**config.mk**
```make
export PLATFORM = sky130hd
export DESIGN_NAME = alu_arbiter
export DESIGN_NICKNAME = d
export VERILOG_FILES = /design/src/rtl/alu_arbiter.sv
export SDC_FILE = /design/constraint.sdc
export NUM_CORES = 1
export LEC_CHECK = 0
export ABC_AREA = 1
export CORE_MARGIN = 3
export CORE_UTILIZATION = 47
export DETAILED_ROUTE_END_ITERATION = 12
export DONT_BUFFER_PORTS = 1
export REMOVE_ABC_BUFFERS = 1
export SYNTH_ARGS = -nofsm -noshare
export SYNTH_HDL_FRONTEND = slang
export SYNTH_SLANG_ARGS = --single-unit
```
**constraint.sdc**
```tcl
create_clock -name clk -period 3.4 [get_ports clk]
set_input_delay 0.68 -clock clk [delete_from_list [all_inputs] [get_ports clk]]
set_output_delay 0.68 -clock clk [all_outputs]
set_load 0.05 [all_outputs]
```
**src/rtl/alu_arbiter.sv**
```systemverilog
// Round-robin share of one ALU between two requesters; build with ALU_ARB_FIXED_PRI_EN for fixed priority to requester 0.
// Latency: result returned 2 edges after accept (issue stage, then response stage); one accept per cycle.
// Backpressure: req*_ready is the combinational grant; responses are single-cycle pulses with no backpressure.
module alu_arbiter #(
    parameter int DATA_W  = 16,
    parameter int OP_W    = 5,
    parameter int FUNCT_W = 2
) (
    input  logic               clk,
    input  logic               rst_n,
    input  logic               req0_valid,
    input  logic [OP_W-1:0]    req0_op,
    input  logic [FUNCT_W-1:0] req0_funct,
    input  logic [DATA_W-1:0]  req0_a,
    input  logic [DATA_W-1:0]  req0_b,
    output logic               req0_ready,
    input  logic               req1_valid,
    input  logic [OP_W-1:0]    req1_op,
    input  logic [FUNCT_W-1:0] req1_funct,
    input  logic [DATA_W-1:0]  req1_a,
    input  logic [DATA_W-1:0]  req1_b,
    output logic               req1_ready,
    input  logic               flush0,
    output logic [OP_W-1:0]    alu_op,
    output logic [FUNCT_W-1:0] alu_funct,
    output logic [DATA_W-1:0]  alu_a,
    output logic [DATA_W-1:0]  alu_b,
    input  logic [DATA_W-1:0]  alu_result,
    output logic               resp0_valid,
    output logic               resp1_valid,
    output logic [DATA_W-1:0]  resp_data,
    output logic               busy
);

    typedef struct packed {
        logic [OP_W-1:0]    op;
        logic [FUNCT_W-1:0] funct;
        logic [DATA_W-1:0]  a;
        logic [DATA_W-1:0]  b;
    } op_t;

    op_t               w_req0_dat;
    op_t               w_req1_dat;
    op_t               w_sel_dat;
    op_t               r_iss_dat;
    logic              r_iss_vld;
    logic              r_iss_own;
    logic              w_elig0;
    logic              w_grant0;
    logic              w_grant1;
    logic              w_accept;
    logic              r_resp0_vld;
    logic              r_resp1_vld;
    logic [DATA_W-1:0] r_resp_dat;

    assign w_req0_dat = {req0_op, req0_funct, req0_a, req0_b};
    assign w_req1_dat = {req1_op, req1_funct, req1_a, req1_b};

    // A flushing requester 0 is invisible to arbitration, so requester 1 wins as sole requester.
    assign w_elig0 = req0_valid & ~flush0;

`ifdef ALU_ARB_FIXED_PRI_EN
    assign w_grant0 = rst_n & w_elig0;
    assign w_grant1 = rst_n & req1_valid & ~w_elig0;
`else
    logic r_ptr;

    assign w_grant0 = rst_n & w_elig0 & (~req1_valid | ~r_ptr);
    assign w_grant1 = rst_n & req1_valid & (~w_elig0 | r_ptr);

    always_ff @(posedge clk or negedge rst_n) begin
        if (!rst_n) begin
            r_ptr <= 1'b0;
        end else if (w_accept) begin
            r_ptr <= w_grant0;
        end
    end
`endif

    assign w_accept   = w_grant0 | w_grant1;
    assign w_sel_dat  = w_grant1 ? w_req1_dat : w_req0_dat;
    assign req0_ready = w_grant0;
    assign req1_ready = w_grant1;

    always_ff @(posedge clk or negedge rst_n) begin
        if (!rst_n) begin
            r_iss_vld <= 1'b0;
            r_iss_own <= 1'b0;
            r_iss_dat <= '0;
        end else begin
            r_iss_vld <= w_accept;
            if (w_accept) begin
                r_iss_own <= w_grant1;
                r_iss_dat <= w_sel_dat;
            end
        end
    end

    // flush0 kills the owner-0 op sitting in issue; a response already visible is left alone.
    always_ff @(posedge clk or negedge rst_n) begin
        if (!rst_n) begin
            r_resp0_vld <= 1'b0;
            r_resp1_vld <= 1'b0;
            r_resp_dat  <= '0;
        end else begin
            r_resp0_vld <= r_iss_vld & ~r_iss_own & ~flush0;
            r_resp1_vld <= r_iss_vld & r_iss_own;
            if (r_iss_vld) begin
                r_resp_dat <= alu_result;
            end
        end
    end

    assign alu_op      = r_iss_dat.op;
    assign alu_funct   = r_iss_dat.funct;
    assign alu_a       = r_iss_dat.a;
    assign alu_b       = r_iss_dat.b;
    assign resp0_valid = r_resp0_vld;
    assign resp1_valid = r_resp1_vld;
    assign resp_data   = r_resp_dat;
    assign busy        = r_iss_vld | r_resp0_vld | r_resp1_vld;

endmodule

```
==> reports/results.ini <==
[layout]
area_delta_synth_final_pct=7.915
postLayoutCellArea_um2=3258
drive_gt1_share_pct=5.938
fin_nets=515
antennaDiodeCount=0

[yosys]
yosysTopAreaCell=dfrtp_1
syn_avg_cell_area_um2=7.137
ys_ff_latch=60
ys_warn_count=0
synthFlopType=dfrtp_1
synth_compound_area_share_pct=0.4144
synthMuxAreaShare_pct=0
synth-simple-area-share_pct=35.06
syn-instance-count=423
netlist_top_cells_area=dfrtp_1 50%, nand2_1 21%, nand3_1 13%, inv_1 10%, buf_2 3.0%
synth_common_cells=171 x nand2_1, 81 x inv_1, 79 x nand3_1
synth-xor-area-share_pct=0
synth_top_family_by_area=simple AND/OR/NAND/NOR gates
ys_async_sr_fraction_pct=100.0
synth_seq_area_share_pct=49.73
yosysMostFrequentCell=nand2_1
yosysTopAreaCellShare_pct=49.73
synth.distinct_cells=15
netlist_area_um2=3019
synth-edff-count=0
yosys.area_share.adder_pct=0

[sta]
finClkSkew_ns=0.007032
setup_tns_ns=0
period_share_pct=67.15
relSlewSlack_pct=55.66
setup_viol=0
maxSlewViolCount=0
finalCriticalPeriod_ns=2.283
fmax_ghz=0.4380
hold_viol_final=0
tightest_slew_ns=0.6642
rsz0062_at_grt=false

[floorplanning]
io_pins=159
rows=28
die_w_um=86.15
dieArea_um2=7422
die_y_um=86.15
core-area_um2=6061
start_util_pct=49.81

[grt]
grt_pass1_wl_um=11510
antenna_found_initial=0
grt_overflow_total=0
grtUsageMet3_pct=7.877
grt_max_degree=63
grt_pass1_vias=2413
grt_use_total_pct=19.61
gr-max-usage-layer=met2
grt_use_met1_pct=23.37
met2_usage_pct=32.10

[hold_path]
hp-class=primary input to asynchronous set/reset pin

[place]
place.gp.congestion=0.7567
hpwlAfterDp_um=4876
placed_area_um2=3023
numPortBuffers=0

[setup_path]
start_kind=register
crit_family=simple AND/OR/NAND/NOR gates
slowest_delay_ns=0.68
path_class=register to output pin
endpoint_kind=output pin
arrival_ns=1.60
crit_fanout=19
rrSetupSlack_ns=1.74
crit_chain=or3_1
required_ns=2.72
path_buf_inv=0
crit_slowest_cell=or3_1

[routing]
drt_first_iter_violations=71
wirelength_um=7191
ant_nets=0
drc_errors=0
via_per_inst=5.034
wl_per_cell_um=14.50
vias=2497
first_pass_iters=4

[power]
p_leak_nw=1.996
vdd_drop_max_mv=0.3664
p_total_mw=2.226
powerDensity_nw_per_um2=683.1

[clocking]
post_cts_buffers=0
clk_pin_slew_worst_paths_ns=0.07
cts_max_path_buffers=2
root_buffer=clkbuf_8
tritoncts=yes
cts_max_level=3
cts_resized=0
clock-sinks=60
hold_buffers=0
clock_latency_ns=0.32
numCtsBuffers=9

[outcome]
status=completed

[job]
max_cap_viol_count=0

## area by class of cell
cell class | instances | area, µm²
Fill cell | 628 | 2803
Sequential cell | 60 | 1501
Multi-Input combinational cell | 255 | 1071
Inverter | 85 | 319.1
Clock buffer | 12 | 165.2
Tap cell | 75 | 93.84
Clock inverter | 4 | 70.07
Timing Repair Buffer | 5 | 37.54
## sequential cells by signal, summed over array words and instances (netlist names)
name,cells
alu_a,16
alu_b,16
alu_funct,2
alu_op,5
r_iss_own,1
r_iss_vld,1
r_ptr,1
resp0_valid,1
resp1_valid,1
resp_data,16
## stage by stage
step	hold WS (ns)	worst slack, ns	utilization (%)	std cells
finish	0.04718	1.117	53.76	496
global route	0.02214	1.051	53.76	496
CTS	0.03557	1.099	53.76	496
detailed placement	0.3860	1.454	49.88	480
global placement	0.3858	1.465	49.88	480
floorplan	0.3844	0.2810	-	400
## power breakdown
part | total (mW) | switching, mW | leakage, nW | internal, mW
Clock | 0.738 | 0.267 | 0.122 | 0.471
Combinational | 0.223 | 0.145 | 1.14 | 0.0782
Sequential | 1.26 | 0.452 | 0.735 | 0.812
## metal layers
layer	vias up	part of all wire (%)	wire length, µm
met3	9	11	781
met4	0	1.2	85
met1	1132	41	2933
met5	-	0	0
met2	116	47	3391
li1	1240	-	-
## kinds of logic (layout without fill, tap and decap cells)
| family | count (synthesis) | count (layout) |
|---|---|---|
| buffers and inverters | 108 | 106 |
| and+or+nand+nor | 253 | 253 |
| DFF | 60 | 60 |
| AOI/OAI and AO/OA | 2 | 2 |
## final timing paths
path | start | end | depth (start not counted)
min | rst_n | resp_data[1]$_DFFE_PN0P_ | 0
max | r_iss_vld$_DFF_PN0_ | busy | 1
min reg2reg | r_iss_own$_DFFE_PN0P_ | resp0_valid$_DFF_PN0_ | 1
max in group asynchronous | rst_n | alu_b[15]$_DFFE_PN0P_ | 0
min in group clk | flush0 | resp0_valid$_DFF_PN0_ | 1
max reg2reg | r_iss_vld$_DFF_PN0_ | resp0_valid$_DFF_PN0_ | 2
## cell usage in the layout, fill, tap and decap left out
cell / netlist / final
a21oi_1: 1 / 1
buf_4: 3 / 5
bufinv_16: 0 / 2
clkbuf_8: 0 / 12
clkinv_1: 1 / 1
clkinv_2: 0 / 2
dfrtp_1: 60 / 60
inv_1: 81 / 81
inv_2: 3 / 3
nand2_1: 171 / 171
nand3_1: 79 / 79
nand3_2: 1 / 1
nor3_1: 1 / 1
o21bai_1: 1 / 1
or3_1: 1 / 1
Power figures use the tool's default switching activity.
==> edit 1, RTL diff (same settings) <==
The parameter `OP_W` goes from 5 to 4.
--- a/src/rtl/alu_arbiter.sv
+++ b/src/rtl/alu_arbiter.sv
@@ -3,7 +3,7 @@
 // Backpressure: req*_ready is the combinational grant; responses are single-cycle pulses with no backpressure.
 module alu_arbiter #(
     parameter int DATA_W  = 16,
-    parameter int OP_W    = 5,
+    parameter int OP_W    = 4,
     parameter int FUNCT_W = 2
 ) (
     input  logic               clk,
Interface: changed (resized alu_op, req0_op and req1_op); port bits go from 159 to 156. No check against the original RTL was run, so the function may have changed too.
==> edit 1 against the original RTL <==
  * Clock power fell by 17%
  * Cell area fell by 2.6%
  * Area after synthesis down 1.9%
  * Sequential share of layout area rose by 0.45 points
  * Power decreased by 0.37%
  * Routed wire length down 4.6%
  * Sequential cell count decreased by 1
  * Setup slack worse by 0.026 ns
  * Largest cell class unchanged
  * Die area decreased by 1.7%
==> edit 1: results (changes against the original RTL) <==
<table>
<tr><th>Metric</th><th>Value</th></tr>
<tr><th colspan="2">Place</th></tr>
<tr><td>Gp weighted congestion</td><td>0.746 (-1.4%)</td></tr>
<tr><td>Number of cells after detailed placement</td><td>474 (-1.3%)</td></tr>
<tr><td>HPWL after detailed placement</td><td>4.70 mm (-3.5%)</td></tr>
<tr><th colspan="2">STA</th></tr>
<tr><td>Transition time of the tightest slew-check pin</td><td>0.635 ns (-0.0296 ns)</td></tr>
<tr><td>Peak clock frequency supported by timing</td><td>0.433 GHz (-1.1%)</td></tr>
<tr><td>Setup Skew</td><td>0.00420 ns (-0.00283 ns)</td></tr>
<tr><th colspan="2">Critical path</th></tr>
<tr><td>Worst reg2reg setup slack</td><td>1.48 ns (-0.26 ns)</td></tr>
<tr><td>Cell at the slowest stage of the critical path</td><td>sky130_fd_sc_hd__nand2_1</td></tr>
<tr><td>Largest fanout on the critical path</td><td>17 (-2)</td></tr>
<tr><td>Critical path data arrival time</td><td>1.63 ns (+0.03 ns)</td></tr>
<tr><td>Largest incremental delay on the critical path</td><td>0.47 ns (-0.21 ns)</td></tr>
<tr><th colspan="2">Synthesis</th></tr>
<tr><td>Number of distinct library cells after synthesis</td><td>16 (+1)</td></tr>
<tr><td>Main area contributors after synthesis</td><td>sky130_fd_sc_hd__dfrtp_1 50%, sky130_fd_sc_hd__nand2_1 21%, sky130_fd_sc_hd__nand3_1 13%</td></tr>
<tr><td>Mean Syn Cell Area</td><td>7.12 sq um (-0.21%)</td></tr>
<tr><td>Leading post-synthesis cells by instance count</td><td>168 x sky130_fd_sc_hd__nand2_1, 79 x sky130_fd_sc_hd__inv_1, 76 x sky130_fd_sc_hd__nand3_1</td></tr>
<tr><th colspan="2">Global route</th></tr>
<tr><td>Maximum number of pins on one net before global-route repair</td><td>62 (-1.6%)</td></tr>
<tr><td>Number of global-route vias before repair</td><td>2261 (-6.3%)</td></tr>
<tr><td>Overall routing resource usage</td><td>19.6% (about the same)</td></tr>
<tr><td>Global-route wire length before repair</td><td>11.2 mm (-2.5%)</td></tr>
<tr><td>Global routing usage on met2</td><td>29.9% (-2.2 points)</td></tr>
<tr><th colspan="2">Finish</th></tr>
<tr><td>Share of post-route cells with drive strength above 1</td><td>6.75% (+0.81 points)</td></tr>
<tr><td>Final-layout fill cell count</td><td>627 (-0.16%)</td></tr>
<tr><td>Net total in the final layout</td><td>507 (-1.6%)</td></tr>
<tr><th colspan="2">Power and ir drop</th></tr>
<tr><td>Worst vdd ir</td><td>0.000351 V (-4.1%)</td></tr>
<tr><th colspan="2">Detailed routing</th></tr>
<tr><td>Met1 WL</td><td>2.97 mm (+1.2%)</td></tr>
<tr><td>Total Routed Length</td><td>6.86 mm (-4.6%)</td></tr>
<tr><td>Wire per inst</td><td>14.0 um (-3.4%)</td></tr>
<tr><td>Wire length on met3</td><td>632 um (-19%)</td></tr>
<tr><th colspan="2">Status</th></tr>
<tr><td>Status</td><td>complete, no violations</td></tr>
</table>
## edit 1: area by class of cell
class | count | area (sq um) | area share, %
Sequential cell | 59 | 1480 | 46.5
Multi-Input combinational cell | 250 | 1050 | 33.1
Inverter | 84 | 315 | 9.94
Clock buffer | 10 | 138 | 4.34
Tap cell | 75 | 93.8 | 2.96
Clock inverter | 6 | 55.1 | 1.74
Timing Repair Buffer | 6 | 45.0 | 1.42
## edit 1: final timing paths
| check | start | end | cells after the start |
|---|---|---|---|
| setup reg to reg | r_ptr | alu_funct[0] | 7 |
| hold reg to reg | r_iss_own | resp0_valid | 1 |
| setup / recovery | r_ptr | req1_ready | 5 |
| min in group clk | flush0 | resp0_valid | 1 |
| hold / removal | rst_n | alu_a[13] | 0 |
| max in group asynchronous | rst_n | alu_a[10] | 0 |
## edit 1: metrics by stage
| stage | hold slack [ns] | util [%] | instance area, sq um |
|---|---|---|---|
| after global placement | 0.386 | 49.5 | 2980 |
| final | 0.0454 | 52.7 | 3170 |
| after CTS | 0.0203 | 52.7 | 3170 |
| after detailed placement | 0.386 | 49.5 | 2980 |
| after global routing | 0.0140 | 52.7 | 3170 |
| after floorplan | 0.384 | - | 2840 |
## edit 1: critical path, delay by kind of cell (launching register included)
family	cells	cell delay [ns]
simple gates	2	0.53
flops	1	0.39
buf+inv	3	0.38
## edit 1: kinds of logic after synthesis
| logic type | share of synthesized area, % |
|---|---|
| AO/OA/AOI/OAI | 0.169 |
| buffers and inverters | 14.7 |
| flip-flops | 49.8 |
| AND/OR/NAND/NOR | 35.3 |
## edit 1: where the power goes
part           internal (uW)  switching [uW]
sequential               820             537
clock                    351             261
combinational           87.2             161
total                   1260             959
==> edit 2, RTL diff (same flow settings) <==
Made on the original files. Make the reset (`rst_n`) synchronous in 3 clocked blocks.
--- a/src/rtl/alu_arbiter.sv
+++ b/src/rtl/alu_arbiter.sv
@@ -68,7 +68,7 @@
     assign w_grant0 = rst_n & w_elig0 & (~req1_valid | ~r_ptr);
     assign w_grant1 = rst_n & req1_valid & (~w_elig0 | r_ptr);
 
-    always_ff @(posedge clk or negedge rst_n) begin
+    always_ff @(posedge clk) begin
         if (!rst_n) begin
             r_ptr <= 1'b0;
         end else if (w_accept) begin
@@ -82,7 +82,7 @@
     assign req0_ready = w_grant0;
     assign req1_ready = w_grant1;
 
-    always_ff @(posedge clk or negedge rst_n) begin
+    always_ff @(posedge clk) begin
         if (!rst_n) begin
             r_iss_vld <= 1'b0;
             r_iss_own <= 1'b0;
@@ -97,7 +97,7 @@
     end
 
     // flush0 kills the owner-0 op sitting in issue; a response already visible is left alone.
-    always_ff @(posedge clk or negedge rst_n) begin
+    always_ff @(posedge clk) begin
         if (!rst_n) begin
             r_resp0_vld <= 1'b0;
             r_resp1_vld <= 1'b0;
Behaviour: differs if rst_n is asserted again (counterexample within 4 cycles, from zero or initial values and one cycle with rst_n low); with rst_n held inactive, the same outputs for 10 cycles.
==> edit 2 against the original RTL <==
  * Count of clock-buffer cells in the layout fell by 1
  * Area after synthesis grew 0.21%
  * Cell area fell by 4.2%
  * Setup slack better by 0.16 ns
  * Routed wire length fell by 5.5%
  * Power shrank 20%
  * First-iteration DRC count grew 31%
  * Maximum frequency grew 7.5%
  * Sequential cell count unchanged
  * Sequential share of layout area shrank 7.6 points
  * Clock power shrank 26%
  * Critical path depth did not move
  * Largest power group unchanged
==> edit 2: results (changes against the original RTL) <==
<table>
<tr><th>Metric</th><th>Value</th></tr>
<tr><th colspan="2">Critical path</th></tr>
<tr><td>Largest fanout on the critical path</td><td>2 (-17)</td></tr>
<tr><td>Cell at the slowest stage of the critical path</td><td>sky130_fd_sc_hd__dfxtp_1</td></tr>
<tr><td>Category of cells accounting for the largest share of critical-path delay</td><td>flip-flops</td></tr>
<tr><td>Critical path data arrival time</td><td>1.44 ns (-0.16 ns)</td></tr>
<tr><td>Worst-case reg-to-reg path depth</td><td>8 (+6)</td></tr>
<tr><th colspan="2">Finish</th></tr>
<tr><td>Area Growth Syn to Fin</td><td>3.18%</td></tr>
<tr><td>Net total in the final layout</td><td>557 (+8.2%)</td></tr>
<tr><th colspan="2">Global route</th></tr>
<tr><td>Number of global-route vias before repair</td><td>2235 (-7.4%)</td></tr>
<tr><td>Overall routing resource usage</td><td>18.1% (-1.5 points)</td></tr>
<tr><td>Global-route track usage on met1</td><td>20.7% (-2.6 points)</td></tr>
<tr><td>Global-route wire length before repair</td><td>10.6 mm (-7.5%)</td></tr>
<tr><td>Maximum number of pins on one net before global-route repair</td><td>79 (+25%)</td></tr>
<tr><td>Global routing usage on met2</td><td>29.0% (-3.1 points)</td></tr>
<tr><td>Met3 track demand over resource in global routing</td><td>10.6% (+2.8 points)</td></tr>
<tr><th colspan="2">Detailed routing</th></tr>
<tr><td>Met1 WL</td><td>2.73 mm (-6.8%)</td></tr>
<tr><td>Via total after detailed routing</td><td>2570 (+2.9%)</td></tr>
<tr><td>Initial DRC count</td><td>93 (+31%)</td></tr>
<tr><td>Wire length on met3</td><td>856 um (+9.6%)</td></tr>
<tr><th colspan="2">Synthesis</th></tr>
<tr><td>Predominant post-synthesis flop cell</td><td>sky130_fd_sc_hd__dfxtp_1</td></tr>
<tr><td>Leading post-synthesis cells by instance count</td><td>151 x sky130_fd_sc_hd__nor2_1, 124 x sky130_fd_sc_hd__nand2_1, 60 x sky130_fd_sc_hd__dfxtp_1</td></tr>
<tr><td>Main area contributors after synthesis</td><td>sky130_fd_sc_hd__dfxtp_1 40%, sky130_fd_sc_hd__nor2_1 19%, sky130_fd_sc_hd__nand2_1 15%</td></tr>
<tr><th colspan="2">Power and ir drop</th></tr>
<tr><td>Reported leakage power</td><td>0.00168 uW (-16%)</td></tr>
<tr><td>Worst vdd ir</td><td>0.000299 V (-18%)</td></tr>
<tr><th colspan="2">STA</th></tr>
<tr><td>Final period utilization</td><td>62.4% (-4.7 points)</td></tr>
<tr><td>Setup Skew</td><td>0.00583 ns (-0.00120 ns)</td></tr>
<tr><th colspan="2">Status</th></tr>
<tr><td>Status</td><td>complete, no violations</td></tr>
<tr><th colspan="2">Place</th></tr>
<tr><td>DP Area</td><td>2950 sq um (-2.3%)</td></tr>
<tr><td>Number of cells after detailed placement</td><td>522 (+8.8%)</td></tr>
</table>
edit 2: logic make-up after synthesis:
kind of cell,Yosys count,synth area share [%]
buf+inv,74,12.5
simple gates,320,44.9
compound gates,17,2.90
flops,60,39.7
edit 2: where the power goes:
group / internal (uW) / total (uW) / switching, uW
combinational: 88.1 / 222 / 133
clock: 279 / 546 / 267
sequential: 765 / 1010 / 242
total: 1130 / 1780 / 643
edit 2: worst max-delay path by stage:
stage | from | endpoint | cells after the start
floorplan | flush0 | r_iss_vld | 4
global placement | flush0 | alu_b[9] | 8
detailed placement | flush0 | alu_b[0] | 8
CTS | r_ptr | alu_b[0] | 8
global route | r_ptr | alu_a[8] | 8
finish | resp1_valid | busy | 1
edit 2: cell type report:
class | instances | share of cell area [%]
clock buffers | 11 | 4.53
clock inverters | 5 | 0.882
inverters | 45 | 5.41
multi-input cells | 337 | 46.5
flip-flops and latches | 60 | 38.5
well taps | 75 | 3.01
repair buffers | 5 | 1.20
